**config.mk**
```make
export PLATFORM = sky130hd
export DESIGN_NAME = decode_sequencer
export DESIGN_NICKNAME = d
export VERILOG_FILES = /design/src/rtl/decode_sequencer.sv
export SDC_FILE = /design/constraint.sdc
export NUM_CORES = 1
export LEC_CHECK = 0
export BUFFER_PORTS_ARGS = -buffer_cell sky130_fd_sc_hd__buf_2
export CAP_MARGIN = 20
export CELL_PAD_IN_SITES_DETAIL_PLACEMENT = 1
export CELL_PAD_IN_SITES_GLOBAL_PLACEMENT = 2
export CORE_MARGIN = 1
export CORE_UTILIZATION = 30
export CTS_BUF_LIST = sky130_fd_sc_hd__clkbuf_4 sky130_fd_sc_hd__clkbuf_8 sky130_fd_sc_hd__clkbuf_16
export CTS_CLUSTER_DIAMETER = 30
export DETAILED_ROUTE_END_ITERATION = 16
export GPL_ROUTABILITY_DRIVEN = 0
export PLACE_DENSITY = 0.76
export SYNTH_ARGS = -nofsm -noshare
export SYNTH_HDL_FRONTEND = slang
export SYNTH_SLANG_ARGS = --single-unit
```
**constraint.sdc**
```tcl
create_clock -name clk -period 2.65 [get_ports clk]
set_input_delay 0.265 -clock clk [delete_from_list [all_inputs] [get_ports clk]]
set_output_delay 0.265 -clock clk [all_outputs]
set_load 0.1 [all_outputs]
```
**src/rtl/decode_sequencer.sv**
```systemverilog
// Buffered instruction decoder: a small FIFO feeds a head decoder and a step
// sequencer that walks the register-file operand accesses of each instruction.
module decode_sequencer #(
    parameter int DATA_W = 16,
    parameter int DEPTH  = 2
) (
    input  logic              clk,
    input  logic              reset_n,
    input  logic [15:0]       in_instr,
    input  logic              in_valid,
    output logic              in_ready,
    input  logic              stall,
    output logic [2:0]        opcode,
    output logic [1:0]        op,
    output logic [1:0]        ALUop,
    output logic [1:0]        shift,
    output logic [DATA_W-1:0] sximm5,
    output logic [DATA_W-1:0] sximm8,
    output logic [2:0]        nsel,
    output logic [2:0]        regnum,
    output logic              rd_en,
    output logic              wr_en,
    output logic              last,
    output logic              illegal,
    output logic              halted
);

    localparam int PW = (DEPTH > 1) ? $clog2(DEPTH) : 1;
    localparam int CW = PW + 1;
    localparam logic [CW-1:0] DEPTH_C = CW'(DEPTH);

    localparam logic [2:0] NSEL_RN = 3'b001;
    localparam logic [2:0] NSEL_RD = 3'b010;
    localparam logic [2:0] NSEL_RM = 3'b100;
    // step flag triplets {rd, wr, last}
    localparam logic [2:0] F_R  = 3'b100;
    localparam logic [2:0] F_RL = 3'b101;
    localparam logic [2:0] F_WL = 3'b011;

    typedef enum logic [2:0] {
        S_IDLE  = 3'd0,
        S_STEP1 = 3'd1,
        S_STEP2 = 3'd2,
        S_STEP3 = 3'd3,
        S_HALT  = 3'd4
    } state_t;

    // Step descriptor {nsel, rd, wr, last} for step idx (1..3) of an instruction; 0 = no such step.
    function automatic logic [5:0] step_info(input logic [2:0] opc, input logic [1:0] opx,
                                             input logic [1:0] idx);
        logic [5:0] s1;
        logic [5:0] s2;
        logic [5:0] s3;
        logic [5:0] r;
        s1 = 6'd0;
        s2 = 6'd0;
        s3 = 6'd0;
        case ({opc, opx})
            5'b110_10: s1 = {NSEL_RN, F_WL};
            5'b110_00: begin s1 = {NSEL_RM, F_R}; s2 = {NSEL_RD, F_WL}; end
            5'b101_00,
            5'b101_10: begin s1 = {NSEL_RN, F_R}; s2 = {NSEL_RM, F_R}; s3 = {NSEL_RD, F_WL}; end
            5'b101_01: begin s1 = {NSEL_RN, F_R}; s2 = {NSEL_RM, F_RL}; end
            5'b101_11: begin s1 = {NSEL_RM, F_R}; s2 = {NSEL_RD, F_WL}; end
            5'b011_00: begin s1 = {NSEL_RN, F_R}; s2 = {NSEL_RD, F_WL}; end
            5'b100_00: begin s1 = {NSEL_RN, F_R}; s2 = {NSEL_RD, F_RL}; end
            default:   s1 = 6'd0;
        endcase
        case (idx)
            2'd1:    r = s1;
            2'd2:    r = s2;
            2'd3:    r = s3;
            default: r = 6'd0;
        endcase
        return r;
    endfunction

    function automatic logic [1:0] state_idx(input state_t st);
        logic [1:0] r;
        case (st)
            S_STEP1: r = 2'd1;
            S_STEP2: r = 2'd2;
            S_STEP3: r = 2'd3;
            default: r = 2'd0;
        endcase
        return r;
    endfunction

    logic [15:0]   mem_r [DEPTH];
    logic [PW-1:0] wr_ptr_r;
    logic [PW-1:0] rd_ptr_r;
    logic [CW-1:0] count_r;
    logic          empty_s;
    logic          push_s;
    logic          pop_s;
    logic [15:0]   head_s;
    logic          head_halt_s;
    logic          head_legal_s;
    logic [5:0]    cur_info_s;
    logic [5:0]    nxt_info_s;

    state_t     state_r;
    state_t     state_nxt;
    logic [2:0] nsel_r;
    logic [2:0] nsel_nxt;
    logic [2:0] regnum_r;
    logic [2:0] regnum_nxt;
    logic       rd_en_r;
    logic       rd_en_nxt;
    logic       wr_en_r;
    logic       wr_en_nxt;
    logic       last_r;
    logic       last_nxt;
    logic       illegal_r;
    logic       illegal_nxt;
    logic       halted_r;

    assign empty_s  = (count_r == {CW{1'b0}});
    assign in_ready = (count_r != DEPTH_C);
    assign push_s   = in_valid && in_ready;

    // Decoded fields read straight from the head entry; all zero when the FIFO is empty.
    assign head_s       = empty_s ? 16'd0 : mem_r[rd_ptr_r];
    assign opcode       = head_s[15:13];
    assign op           = head_s[12:11];
    assign ALUop        = head_s[12:11];
    assign shift        = head_s[4:3];
    assign sximm5       = {{(DATA_W-5){head_s[4]}}, head_s[4:0]};
    assign sximm8       = {{(DATA_W-8){head_s[7]}}, head_s[7:0]};
    assign head_halt_s  = (head_s[15:13] == 3'b111);
    assign head_legal_s = (step_info(head_s[15:13], head_s[12:11], 2'd1) != 6'd0);
    assign cur_info_s   = step_info(head_s[15:13], head_s[12:11], state_idx(state_r));

    // Instruction FIFO storage and pointers.
    always_ff @(posedge clk or negedge reset_n) begin
        if (!reset_n) begin
            for (int i = 0; i < DEPTH; i++) begin
                mem_r[i] <= 16'd0;
            end
            wr_ptr_r <= {PW{1'b0}};
            rd_ptr_r <= {PW{1'b0}};
            count_r  <= {CW{1'b0}};
        end else begin
            if (push_s) begin
                mem_r[wr_ptr_r] <= in_instr;
                wr_ptr_r        <= wr_ptr_r + PW'(1);
            end
            if (pop_s) begin
                rd_ptr_r <= rd_ptr_r + PW'(1);
            end
            count_r <= count_r + CW'(push_s) - CW'(pop_s);
        end
    end

    // Next state, pop decision and next registered step outputs.
    always_comb begin
        state_nxt   = state_r;
        pop_s       = 1'b0;
        illegal_nxt = 1'b0;
        if (!stall) begin
            case (state_r)
                S_IDLE: begin
                    if (!empty_s) begin
                        if (head_halt_s) begin
                            pop_s     = 1'b1;
                            state_nxt = S_HALT;
                        end else if (!head_legal_s) begin
                            pop_s       = 1'b1;
                            illegal_nxt = 1'b1;
                        end else begin
                            state_nxt = S_STEP1;
                        end
                    end else begin
                        state_nxt = S_IDLE;
                    end
                end
                S_STEP1, S_STEP2, S_STEP3: begin
                    if (cur_info_s[0] || (state_r == S_STEP3)) begin
                        pop_s     = 1'b1;
                        state_nxt = S_IDLE;
                    end else if (state_r == S_STEP1) begin
                        state_nxt = S_STEP2;
                    end else begin
                        state_nxt = S_STEP3;
                    end
                end
                S_HALT:  state_nxt = S_HALT;
                default: state_nxt = S_IDLE;
            endcase
        end else begin
            state_nxt = state_r;
        end

        nxt_info_s = step_info(head_s[15:13], head_s[12:11], state_idx(state_nxt));
        if (stall) begin
            nsel_nxt   = nsel_r;
            regnum_nxt = regnum_r;
            rd_en_nxt  = rd_en_r;
            wr_en_nxt  = wr_en_r;
            last_nxt   = last_r;
        end else begin
            nsel_nxt  = nxt_info_s[5:3];
            rd_en_nxt = nxt_info_s[2];
            wr_en_nxt = nxt_info_s[1];
            last_nxt  = nxt_info_s[0];
            case (nxt_info_s[5:3])
                NSEL_RN: regnum_nxt = head_s[10:8];
                NSEL_RD: regnum_nxt = head_s[7:5];
                NSEL_RM: regnum_nxt = head_s[2:0];
                default: regnum_nxt = 3'd0;
            endcase
        end
    end

    // State and registered step outputs.
    always_ff @(posedge clk or negedge reset_n) begin
        if (!reset_n) begin
            state_r   <= S_IDLE;
            nsel_r    <= 3'd0;
            regnum_r  <= 3'd0;
            rd_en_r   <= 1'b0;
            wr_en_r   <= 1'b0;
            last_r    <= 1'b0;
            illegal_r <= 1'b0;
            halted_r  <= 1'b0;
        end else begin
            state_r   <= state_nxt;
            nsel_r    <= nsel_nxt;
            regnum_r  <= regnum_nxt;
            rd_en_r   <= rd_en_nxt;
            wr_en_r   <= wr_en_nxt;
            last_r    <= last_nxt;
            illegal_r <= illegal_nxt;
            halted_r  <= (state_nxt == S_HALT);
        end
    end

    assign nsel    = nsel_r;
    assign regnum  = regnum_r;
    assign rd_en   = rd_en_r;
    assign wr_en   = wr_en_r;
    assign last    = last_r;
    assign illegal = illegal_r;
    assign halted  = halted_r;

endmodule

```
==> out/qor.log, run 1 <==
qor: place.postPlaceCellArea 0.003531 sq mm
qor: final_layout.areaGrowthSynthToFinish 39.92%
qor: place.place_hpwl 5575 um
qor: logic_synthesis.synth.most_common_cell sky130_fd_sc_hd__dfrtp_1
qor: sta.slew_violations 0
qor: logic_synthesis.ys_flop_type sky130_fd_sc_hd__dfrtp_1
qor: logic_synthesis.synth_sequential_area_ratio 43.82%
qor: critical_path.startpoint rd_ptr_r$_DFFE_PN0P_
qor: clock_network.cts_num_sinks 50
qor: floorplan.core.rowCount 35
qor: global_route.grt_antenna_before_repair 0
qor: floorplan.die_x 99.56 um
qor: run_status.status finished with violations
qor: run.maxCapViolCount 0
qor: sta.timing.hold.ws 49.38 ps
qor: critical_path.crit_path_end regnum[2]$_DFFE_PN0N_
qor: critical_path.regToRegStartpoint rd_ptr_r$_DFFE_PN0P_
qor: worst_hold_path.min_path_type in2async
qor: floorplan.design.core.area 0.009240 sq mm
qor: logic_synthesis.syn_area_per_cell 11.02 sq um
qor: floorplan.start_util 30.90%
qor: routing.final_antenna_net_count 0
qor: logic_synthesis.yosys.area_share.simple 11.96%
qor: sta.worst_slew_margin_rel 56.36%
qor: routing.drt_first_iter_violations 42
qor: clock_network.cts_htree_levels 2
qor: critical_path.cp.arrival 2890 ps
qor: clock_network.cts.clk_slew.worst_paths 100 ps
qor: routing.post_drt_via_cell_ratio 4.730
qor: global_route.grt_pass1_wl 12590 um
qor: logic_synthesis.asyncSetResetFlopFracSynth 100.0%
qor: critical_path.criticalPathCategory reg2reg
qor: logic_synthesis.yosys.cell_types.count 49
qor: sta.highest_attainable_clock_frequency 371.7 MHz
qor: global_route.grt_max_degree 51
qor: floorplan.die_height 99.56 um
qor: sta.final.period_utilization 101.5%
qor: final_layout.final_nets 380
qor: critical_path.r2r-end regnum[2]$_DFFE_PN0N_
qor: sta.worst_slew_pin_slew 654.6 ps
qor: critical_path.r2r_setup_slack -40 ps
qor: logic_synthesis.yosys.area_share.xor_xnor 1.227%
qor: logic_synthesis.synth_top_family_by_area multiplexers
qor: logic_synthesis.compound_gate_fraction_of_synth_area 12.18%
qor: routing.total_via_count_in_the_routed_design 2308
qor: sta.setup_viol 4
qor: logic_synthesis.synth_top_cell_area_share 43.82%
qor: critical_path.reg2regPathDepth 9
qor: logic_synthesis.ys_top_cells_by_count 50 x sky130_fd_sc_hd__dfrtp_1, 38 x sky130_fd_sc_hd__mux2_2, 28 x sky130_fd_sc_hd__buf_4
qor: logic_synthesis.syn_area 0.002855 sq mm
qor: final_layout.n_antenna_cell 0
qor: global_route.global_route.overflow_total 0
qor: logic_synthesis.post_synth_fa_ha_maj_area_fraction 0.8764%
qor: critical_path.timing.critical_path.to_type register
qor: routing.drt_wl_total 7973 um
qor: place.port_buffers 72
qor: sta.worst_slack -40.35 ps
qor: global_route.groute.usage.overall 16.49%
qor: logic_synthesis.post-synth-top-area-cell sky130_fd_sc_hd__dfrtp_1
qor: run_status.failing_checks negative setup slack
qor: critical_path.cp_max_fo 6
qor: clock_network.worst_skew_pair.late_latency 310 ps
qor: sta.setup_repair_after_global_routing_missed_its_margin true
qor: logic_synthesis.synth_cells 259
qor: clock_network.numCtsBuffers 5
qor: logic_synthesis.synth.top_cells.by_area sky130_fd_sc_hd__dfrtp_1 44%, sky130_fd_sc_hd__mux2_2 15%, sky130_fd_sc_hd__buf_4 7.4%, sky130_fd_sc_hd__mux2i_1 4.6%, sky130_fd_sc_hd__nor2_1 2.8%
qor: final_layout.layout-drive-gt1-share 63.79%
qor: logic_synthesis.mux_cell_area_share_after_synthesis 20.55%
qor: routing.drt_pass1_iterations 4
qor: routing.remaining_drc_errors 0
qor: sta.fin_worst_skew 7.171 ps
qor: clock_network.cts_buffer_depth 2
qor: logic_synthesis.synth_enable_flop_cells 0
qor: logic_synthesis.synth_nets 281
qor: clock_network.tritoncts done
qor: sta.final_critical_path_required_period 2690 ps
qor: logic_synthesis.yosys_warnings 0
qor: floorplan.floorplan.die_area 0.009911 sq mm
qor: critical_path.required 2850 ps
qor: clock_network.cts_root_buffer sky130_fd_sc_hd__clkbuf_8
qor: floorplan.boundaryPins 73
qor: logic_synthesis.synth_seq_cells 50
qor: global_route.number_of_global_route_vias_before_repair 2415
qor: routing.post_drt_wl_per_cell 16.34 um
qor: sta.finalHoldViolations 0
qor: final_layout.stdcell_area 0.003995 sq mm
qor: critical_path.cp_launch_type register
## registers in the layout (all words and copies together) (netlist names), 2 cells and up
register / cells
count_r: 2
state_r: 3
nsel: 3
mem_r: 32
regnum: 3
## logic make-up (layout without fill, tap and decap cells)
| family | after synthesis | after routing |
|---|---|---|
| adder cells (fa/ha/maj) | 2 | 2 |
| AO/OA/AOI/OAI | 45 | 45 |
| XOR/XNOR | 4 | 4 |
| buffers and inverters | 41 | 141 |
| AND/OR/NAND/NOR | 64 | 64 |
| flip-flops | 50 | 50 |
| multiplexers | 53 | 53 |
## metal layers
metal / GRT usage (%) / wire (um) / vias up
met5: 0 / 0 / -
met2: 28.90 / 4116 / 35
met3: 2.811 / 263 / 4
li1: - / - / 1108
met4: 4.525 / 62 / 0
met1: 20.92 / 3530 / 1161
## repair_timing
item | 4_1_cts | 5_1_grt
setup endpoints to repair | 11 | 11
cloned | 0 | 0
hold buffers | 0 | 0
buffers inserted | 9 | 8
pin swaps | 11 | 15
gates resized for setup | 27 | 26
## layout by cell type (no fill, tap or decap), types with 3 or more instances in the layout
cell type / instances
sky130_fd_sc_hd__a221o_1: 4
sky130_fd_sc_hd__clkbuf_8: 5
sky130_fd_sc_hd__nor2_1: 8
sky130_fd_sc_hd__buf_6: 5
sky130_fd_sc_hd__nand2_1: 9
sky130_fd_sc_hd__o21ai_4: 3
sky130_fd_sc_hd__nor2_2: 5
sky130_fd_sc_hd__nand2b_1: 3
sky130_fd_sc_hd__buf_2: 71
sky130_fd_sc_hd__a21oi_1: 3
sky130_fd_sc_hd__nor2_4: 8
sky130_fd_sc_hd__buf_4: 51
sky130_fd_sc_hd__a21oi_2: 4
sky130_fd_sc_hd__a22o_1: 3
sky130_fd_sc_hd__nor2b_1: 3
sky130_fd_sc_hd__mux2i_1: 11
sky130_fd_sc_hd__nor3_1: 6
sky130_fd_sc_hd__and3_1: 3
sky130_fd_sc_hd__inv_1: 3
sky130_fd_sc_hd__o21ai_0: 5
sky130_fd_sc_hd__dfrtp_1: 49
sky130_fd_sc_hd__mux2_2: 37
sky130_fd_sc_hd__nor3_2: 3
## worst min path at each step
stage,end,slack (ps)
floorplan,count_r[0]$_DFF_PN0_,-30
global placement,illegal$_DFF_PN0_,410
detailed placement,illegal$_DFF_PN0_,420
CTS,illegal$_DFF_PN0_,80
global route,illegal$_DFF_PN0_,110
finish,illegal$_DFF_PN0_,50
## through the flow
step	cells	utilization, %	setup WS [ps]	setup TNS [ps]
floorplan	259	-	-4.930	-4.930
CTS	483	41.42	-14.93	-28.58
global placement	466	38.21	-178.2	-795.5
global route	488	43.24	-129.5	-589.7
detailed placement	466	38.21	-239.6	-1423
finish	488	43.24	-40.35	-123.8
## critical path: stages, from the launching register on
cell                      delay (ps)
sky130_fd_sc_hd__dfrtp_2         470
sky130_fd_sc_hd__buf_6           150
sky130_fd_sc_hd__mux2_4          360
sky130_fd_sc_hd__o21ai_4         210
sky130_fd_sc_hd__o21ai_4         110
sky130_fd_sc_hd__and2_4          170
sky130_fd_sc_hd__a221o_2         410
sky130_fd_sc_hd__nor2b_4         150
sky130_fd_sc_hd__a22o_4          250
sky130_fd_sc_hd__a221o_1         290
## area by class of cell
class,count,area (sq um)
Clock buffer,5,68.82
Clock inverter,3,28.78
Fill cell,1029,5245
Inverter,5,21.27
Multi-Input combinational cell,168,1648
Sequential cell,50,1252
Tap cell,129,161.4
Timing Repair Buffer,128,814.5
Power of run 1 is left out: the tool's default activity adds up to more than one toggle a clock period on the data nets, which glitch-free logic cannot reach.
==> run 2, diff against run 1 <==
--- a/config.mk
+++ b/config.mk
@@ -5,17 +5,19 @@
 export SDC_FILE = /design/constraint.sdc
 export NUM_CORES = 1
 export LEC_CHECK = 0
+export ABC_AREA = 1
 export BUFFER_PORTS_ARGS = -buffer_cell sky130_fd_sc_hd__buf_2
 export CAP_MARGIN = 20
 export CELL_PAD_IN_SITES_DETAIL_PLACEMENT = 1
 export CELL_PAD_IN_SITES_GLOBAL_PLACEMENT = 2
 export CORE_MARGIN = 1
-export CORE_UTILIZATION = 30
+export CORE_UTILIZATION = 29
 export CTS_BUF_LIST = sky130_fd_sc_hd__clkbuf_4 sky130_fd_sc_hd__clkbuf_8 sky130_fd_sc_hd__clkbuf_16
 export CTS_CLUSTER_DIAMETER = 30
 export DETAILED_ROUTE_END_ITERATION = 16
 export GPL_ROUTABILITY_DRIVEN = 0
 export PLACE_DENSITY = 0.76
+export REMOVE_ABC_BUFFERS = 1
 export SYNTH_ARGS = -nofsm -noshare
 export SYNTH_HDL_FRONTEND = slang
 export SYNTH_SLANG_ARGS = --single-unit
==> out/qor.log, run 2 <==
qor: final_layout.final_nets 422
qor: floorplan.boundaryPins 73
qor: logic_synthesis.ys_top_cells_by_count 58 x sky130_fd_sc_hd__nand2_1, 50 x sky130_fd_sc_hd__dfrtp_1, 32 x sky130_fd_sc_hd__inv_1
qor: floorplan.floorplan.die_area 0.01115 sq mm
qor: final_layout.layout_common_cells 56 x sky130_fd_sc_hd__nand2_1, 50 x sky130_fd_sc_hd__dfrtp_1, 49 x sky130_fd_sc_hd__buf_2
qor: final_layout.finalCoreUtilization 38.91%
qor: clock_network.worst_skew_pair.late_latency 310 ps
qor: logic_synthesis.ys_flop_type sky130_fd_sc_hd__dfrtp_1
qor: worst_hold_path.hold_path_depth 3
qor: logic_synthesis.synth_seq_cells 50
qor: clock_network.cts.clk_slew.worst_paths 100 ps
qor: critical_path.critical_path.most_common_cell sky130_fd_sc_hd__nand2_4
qor: power_and_ir_drop.power.share.switching 22.28%
qor: clock_network.cts_num_sinks 50
qor: power_and_ir_drop.power.combinational.fraction 4.0%
qor: logic_synthesis.asyncSetResetFlopFracSynth 100.0%
qor: clock_network.numCtsBuffers 5
qor: critical_path.required 2840 ps
qor: place.detailedPlace.worstSlack 36.38 ps
qor: floorplan.core.rowCount 37
qor: power_and_ir_drop.total_power 1404 uW
qor: sta.final.period_utilization 97.49%
qor: critical_path.r2r-end count_r[1]$_DFF_PN0_
qor: global_route.grt_antenna_before_repair 0
qor: global_route.global_route.overflow_total 0
qor: critical_path.regToRegStartpoint rd_ptr_r$_DFFE_PN0P_
qor: floorplan.start_util 30.02%
qor: final_layout.layout.filler_cells 1215
qor: run.maxCapViolCount 0
qor: routing.drt_wl_total 7684 um
qor: critical_path.crit_path_top_delay_cell sky130_fd_sc_hd__dfrtp_1
qor: clock_network.cts_htree_levels 2
qor: logic_synthesis.yosys_warnings 0
qor: critical_path.reg2regPathDepth 18
qor: logic_synthesis.synth.top_cells.by_area sky130_fd_sc_hd__dfrtp_1 40%, sky130_fd_sc_hd__nand2_1 7.0%, sky130_fd_sc_hd__buf_4 6.8%, sky130_fd_sc_hd__mux2_2 6.5%, sky130_fd_sc_hd__nand2_4 4.3%
qor: final_layout.stdcell_count 537
qor: logic_synthesis.post-synth-top-area-cell sky130_fd_sc_hd__dfrtp_1
qor: sta.highest_attainable_clock_frequency 387.1 MHz
qor: global_route.number_of_global_route_vias_before_repair 2553
qor: routing.drt_first_iter_violations 79
qor: logic_synthesis.synth.most_common_cell sky130_fd_sc_hd__nand2_1
qor: final_layout.layout_commonest_cell sky130_fd_sc_hd__nand2_1
qor: floorplan.die_height 105.6 um
qor: logic_synthesis.synth_cells 342
qor: floorplan.design.core.area 0.01037 sq mm
qor: critical_path.r2r_setup_slack 70 ps
qor: power_and_ir_drop.power_frac_seq 54.4%
qor: critical_path.criticalPathCategory reg2reg
qor: worst_hold_path.worstHoldEndpoint mem_r[5]$_DFFE_PN0P_
qor: power_and_ir_drop.power_report.internal_total 1091 uW
qor: final_layout.largest_reg_flops 32
qor: place.dpl.cell_count 525
qor: worst_hold_path.hold_path.startpoint in_instr[5]
qor: routing.drt_pass1_iterations 4
qor: sta.worst_slack 66.45 ps
qor: critical_path.timing.critical_path.buf_inv 4
qor: routing.post_drt_via_cell_ratio 4.479
qor: logic_synthesis.syn_area_per_cell 9.102 sq um
qor: final_layout.largest_register mem_r
qor: final_layout.layout-drive-gt1-share 45.14%
qor: sta.setup_viol 0
qor: logic_synthesis.synth_top_cell_area_share 40.19%
qor: logic_synthesis.syn_area 0.003113 sq mm
qor: routing.final_antenna_net_count 0
qor: power_and_ir_drop.power_per_cell_area 348.0 mW/mm^2
qor: critical_path.cp_launch_type register
qor: clock_network.cts_root_buffer sky130_fd_sc_hd__clkbuf_8
qor: critical_path.delay_of_the_slowest_critical_path_stage 410 ps
qor: critical_path.cpLargestDelayFamily simple AND/OR/NAND/NOR gates
qor: critical_path.series_of_cell_instances_along_the_critical_path buf_12 -> inv_16 -> nand2_4 -> nand2_4 -> nand2_4 -> nor2_2 -> nand3_2 -> nand2_4 -> nor2_4 -> nand2_1 -> o2111ai_2 -> nand2_1 -> inv_1 -> ha_1 -> inv_1 -> ha_2 -> xnor2_2 -> xor2_1
qor: logic_synthesis.yosys.cell_types.count 41
qor: global_route.grt_max_degree 27
qor: logic_synthesis.synth_sequential_area_ratio 40.19%
qor: final_layout.n_antenna_cell 0
qor: power_and_ir_drop.power.net_switching 312.9 uW
qor: routing.total_via_count_in_the_routed_design 2405
qor: critical_path.cp.arrival 2780 ps
qor: clock_network.cts_buffer_depth 2
qor: floorplan.die_x 105.6 um
qor: sta.worst_slew_pin_slew 502.8 ps
qor: global_route.grt_pass1_wl 13280 um
qor: logic_synthesis.synth_enable_flop_cells 0
qor: sta.fin_worst_skew 8.084 ps
qor: power_and_ir_drop.static_leakage_power 0.002189 uW
qor: worst_hold_path.min_path_type in2reg
qor: power_and_ir_drop.clock_power_share 41.6%
qor: critical_path.cp_max_fo 7
qor: sta.worst_slew_margin_rel 66.71%
qor: routing.post_drt_wl_per_cell 14.31 um
qor: run_status.status complete, no violations
qor: sta.setup_repair_after_global_routing_missed_its_margin true
qor: sta.slew_violations 0
qor: critical_path.timing.critical_path.to_type register
qor: global_route.groute.usage.overall 14.87%
qor: power_and_ir_drop.vdd_ir_drop_max 0.2769 mV
qor: sta.final_critical_path_required_period 2584 ps
qor: place.place_hpwl 5910 um
qor: routing.remaining_drc_errors 0
qor: place.port_buffers 72
qor: clock_network.tritoncts done
qor: final_layout.areaGrowthSynthToFinish 29.62%
qor: sta.finalHoldViolations 0
qor: sta.timing.hold.ws 176.4 ps
-- run 2: cell count changes after synthesis, sizes merged, moves of 6 or more --
cell   before  now
nand4       0    8
a21oi       7   13
nand2       9   87
nor3       11    2
mux2i      14    0
nand3       1   21
o21ai      10   27
mux2       39   18
inv         5   41
-- run 2: kinds of logic (layout without fill, tap and decap cells) --
group / after synthesis / in the layout / share of synthesized area, %
simple gates: 143 / 143 / 28.66
buf+inv: 80 / 139 / 14.19
flops: 50 / 50 / 40.19
compound gates: 46 / 46 / 8.803
mux: 18 / 18 / 6.511
xor+xnor: 3 / 3 / 0.8442
fa+ha+maj: 2 / 2 / 0.8037
-- run 2: power by group through the flow --
stage | registers, uW | logic, uW | clock network [uW]
global route | 764 | 63.7 | 628
floorplan | 787 | 4.49 | 0
global placement | 779 | 56.5 | 0
detailed placement | 779 | 57.5 | 0
finish | 764 | 56.3 | 584
CTS | 764 | 58.9 | 604
-- run 2: cell type report --
| type | instances | area [sq um] | area share [%] |
|---|---|---|---|
| clock buffers | 6 | 82.58 | 2.047 |
| clock inverters | 2 | 38.79 | 0.9612 |
| inverters | 42 | 177.7 | 4.403 |
| multi-input cells | 212 | 1466 | 36.34 |
| flip-flops and latches | 50 | 1251 | 31.01 |
| well taps | 136 | 170.2 | 4.217 |
| repair buffers | 89 | 848.3 | 21.02 |
-- run 2: routing by layer --
metal  vias up  part of all wire, %  track usage, %
met2        43                   51           25.56
met1      1161                   44           19.42
met5         -                    0               0
met3         6                  4.2           3.092
li1       1195                    -               -
met4         0                 0.72           2.679
-- run 2: stage by stage --
stage / TNS [ps] / area [sq um]
after global routing: -184.2 / 4035
after CTS: 0 / 3968
after floorplan: -403730 / 2845
final: 0 / 4035
after global placement: 0 / 3831
after detailed placement: 0 / 3831
-- run 2: worst max path at each step --
stage,startpoint,to,slack (ps),depth (start not counted)
2_1_floorplan,rd_ptr_r$_DFFE_PN0P_,shift[1],-18400,2
3_3_place_gp,count_r[0]$_DFF_PN0_,count_r[1]$_DFF_PN0_,90,16
3_5_place_dp,count_r[0]$_DFF_PN0_,count_r[1]$_DFF_PN0_,40,18
4_1_cts,rd_ptr_r$_DFFE_PN0P_,count_r[1]$_DFF_PN0_,40,20
5_1_grt,rd_ptr_r$_DFFE_PN0P_,count_r[1]$_DFF_PN0_,-180,18
6_report,rd_ptr_r$_DFFE_PN0P_,count_r[1]$_DFF_PN0_,70,18
-- run 2: what timing repair did --
item	CTS	global route
setup endpoints to repair	1	4
setup buffers	0	3
hold buffers	1	0
hold endpoints to repair	49	0
gates resized for setup	1	10
pin swaps	0	4
-- run 2: worst register-to-register path, delay by kind of cell (launching register included) --
kind,cells,cell delay (ps)
simple gates,9,890
buf+inv,4,330
xor+xnor,2,290
fa+ha+maj,2,440
compound gates,1,110
flops,1,410
Note: power is estimated with default switching activity, not from simulation.
==> run 3, diff against run 2 <==
--- a/config.mk
+++ b/config.mk
@@ -5,13 +5,11 @@
 export SDC_FILE = /design/constraint.sdc
 export NUM_CORES = 1
 export LEC_CHECK = 0
-export ABC_AREA = 1
 export BUFFER_PORTS_ARGS = -buffer_cell sky130_fd_sc_hd__buf_2
 export CAP_MARGIN = 20
 export CELL_PAD_IN_SITES_DETAIL_PLACEMENT = 1
 export CELL_PAD_IN_SITES_GLOBAL_PLACEMENT = 2
-export CORE_MARGIN = 1
-export CORE_UTILIZATION = 29
+export CORE_UTILIZATION = 30
 export CTS_BUF_LIST = sky130_fd_sc_hd__clkbuf_4 sky130_fd_sc_hd__clkbuf_8 sky130_fd_sc_hd__clkbuf_16
 export CTS_CLUSTER_DIAMETER = 30
 export DETAILED_ROUTE_END_ITERATION = 16
==> out/qor.log, run 3 (synthesized netlist as in run 1, its figures left out) <==
qor: run_status.status finished with violations
qor: run_status.failing_checks negative setup slack
qor: critical_path.cp_launch_type register
qor: floorplan.start_util 30.90%
qor: final_layout.stdcell_count 471
qor: clock_network.cts_htree_levels 2
qor: global_route.grt_max_degree 29
qor: final_layout.largest_register mem_r
qor: sta.worst_slew_margin_rel 62.55%
qor: critical_path.startpoint rd_ptr_r$_DFFE_PN0P_
qor: final_layout.n_antenna_cell 0
qor: critical_path.r2r-end regnum[0]$_DFFE_PN0N_
qor: critical_path.reg2regPathDepth 9
qor: critical_path.criticalPathCategory reg2reg
qor: critical_path.crit_path_end regnum[0]$_DFFE_PN0N_
qor: sta.slew_violations 0
qor: critical_path.regToRegStartpoint rd_ptr_r$_DFFE_PN0P_
qor: global_route.global_route.overflow_total 0
qor: sta.highest_attainable_clock_frequency 371.1 MHz
qor: floorplan.design.core.area 0.009240 sq mm
qor: final_layout.layout-drive-gt1-share 55.26%
qor: sta.setup_repair_after_global_routing_missed_its_margin true
qor: routing.remaining_drc_errors 0
qor: clock_network.numCtsBuffers 5
qor: floorplan.die_x 99.56 um
qor: place.place_hpwl 5510 um
qor: routing.post_drt_via_cell_ratio 4.885
qor: routing.drt_wl_total 7586 um
qor: sta.setup_viol 3
qor: place.dpl.cell_count 461
qor: sta.fin_worst_skew 8.397 ps
qor: sta.finalHoldViolations 0
qor: global_route.groute.usage.overall 15.67%
qor: critical_path.cp.arrival 2880 ps
qor: clock_network.tritoncts done
qor: place.port_buffers 72
qor: floorplan.die_height 99.56 um
qor: global_route.grt_pass1_wl 12260 um
qor: clock_network.worst_skew_pair.late_latency 300 ps
qor: critical_path.timing.critical_path.to_type register
qor: floorplan.floorplan.die_area 0.009911 sq mm
qor: floorplan.boundaryPins 73
qor: final_layout.areaGrowthSynthToFinish 30.02%
qor: routing.post_drt_wl_per_cell 16.11 um
qor: clock_network.cts_root_buffer sky130_fd_sc_hd__clkbuf_8
qor: sta.final.period_utilization 101.7%
qor: sta.worst_slack -44.33 ps
qor: floorplan.core.rowCount 35
qor: worst_hold_path.min_path_type in2reg
qor: critical_path.cp_max_fo 6
qor: critical_path.required 2840 ps
qor: sta.worst_slew_pin_slew 559.7 ps
qor: final_layout.largest_reg_flops 32
qor: run.maxCapViolCount 0
qor: final_layout.final_nets 364
qor: clock_network.cts.clk_slew.worst_paths 100 ps
qor: routing.total_via_count_in_the_routed_design 2301
qor: global_route.number_of_global_route_vias_before_repair 2349
qor: final_layout.layout_common_cells 72 x sky130_fd_sc_hd__buf_2, 48 x sky130_fd_sc_hd__dfrtp_1, 37 x sky130_fd_sc_hd__mux2_2
qor: clock_network.cts_num_sinks 50
qor: sta.final_critical_path_required_period 2694 ps
qor: critical_path.r2r_setup_slack -40 ps
qor: routing.final_antenna_net_count 0
qor: routing.drt_pass1_iterations 4
qor: clock_network.cts_buffer_depth 2
qor: final_layout.layout_commonest_cell sky130_fd_sc_hd__buf_2
qor: routing.drt_first_iter_violations 66
qor: global_route.grt_antenna_before_repair 0
run 3: changes by cell type in the layout (fill, tap and decap cells not counted), moves of 11 or more:
cell	delta
sky130_fd_sc_hd__nand2_1	-47
sky130_fd_sc_hd__inv_1	-28
sky130_fd_sc_hd__buf_12	-23
sky130_fd_sc_hd__buf_2	+23
sky130_fd_sc_hd__buf_4	+19
sky130_fd_sc_hd__mux2_2	+19
sky130_fd_sc_hd__o21ai_0	-19
sky130_fd_sc_hd__nand2_2	-15
sky130_fd_sc_hd__nand2_4	-15
sky130_fd_sc_hd__mux2i_1	+11
sky130_fd_sc_hd__nand3_1	-11
run 3: cell type report:
| class | instances | area (sq um) |
|---|---|---|
| tap | 129 | 161.4 |
| multi-input combinational | 168 | 1504 |
| timing repair buffer | 112 | 690.7 |
| sequential | 50 | 1254 |
| clock inverter | 1 | 7.507 |
| inverter | 5 | 18.77 |
| clock buffer | 6 | 76.32 |
| fill | 1037 | 5528 |
run 3: worst min-delay path by stage:
stage / startpoint / endpoint / slack (ps) / cells past startpoint
3_5_place_dp: reset_n / mem_r[0]$_DFFE_PN0P_ / 280 / 1
4_1_cts: in_instr[5] / mem_r[5]$_DFFE_PN0P_ / 200 / 2
3_3_place_gp: reset_n / mem_r[16]$_DFFE_PN0P_ / 260 / 1
6_report: in_instr[5] / mem_r[5]$_DFFE_PN0P_ / 210 / 2
5_1_grt: in_instr[5] / mem_r[5]$_DFFE_PN0P_ / 200 / 2
2_1_floorplan: reset_n / count_r[0]$_DFF_PN0_ / -30 / 0
run 3: stage by stage:
| step | area [sq um] | setup TNS (ps) | setup slack, ps | util [%] | hold WS, ps |
|---|---|---|---|---|---|
| after global routing | 3712 | -739.5 | -138.0 | 40.18 | 201.4 |
| after floorplan | 2606 | -352170 | -15660 | - | -30.59 |
| final | 3712 | -112.7 | -44.33 | 40.18 | 207.8 |
| after CTS | 3581 | -26.25 | -26.25 | 38.75 | 199.7 |
| after detailed placement | 3418 | -528.9 | -113.6 | 36.99 | 281.6 |
| after global placement | 3418 | -88.99 | -44.76 | 36.99 | 265.0 |
run 3: per-layer routing:
layer | GRT usage (%) | vias up | part of all wire (%)
li1 | - | 1078 | -
met1 | 21.73 | 1138 | 45
met2 | 25.48 | 74 | 49
met3 | 2.741 | 11 | 4.5
met4 | 3.620 | 0 | 1.5
met5 | 0 | - | 0
run 3: what timing repair did:
action	in CTS	in global routing
setup buffers	1	1
endpoints found under the setup margin	8	11
hold buffers	1	0
endpoints found under the hold margin	22	0
pin swaps	3	13
gates resized for setup	12	27
run 3: worst max-delay path, cell delays in order, from the launching register on:
cell and delay [ps]:
sky130_fd_sc_hd__dfrtp_2 430, sky130_fd_sc_hd__buf_6 140, sky130_fd_sc_hd__mux2i_4 380, sky130_fd_sc_hd__and3_4 290
sky130_fd_sc_hd__a21oi_4 60, sky130_fd_sc_hd__and2_4 170, sky130_fd_sc_hd__a221o_2 380, sky130_fd_sc_hd__nor2b_4 150
sky130_fd_sc_hd__a22o_4 280, sky130_fd_sc_hd__a221o_1 300
Power of run 3 is left out for the same reason.
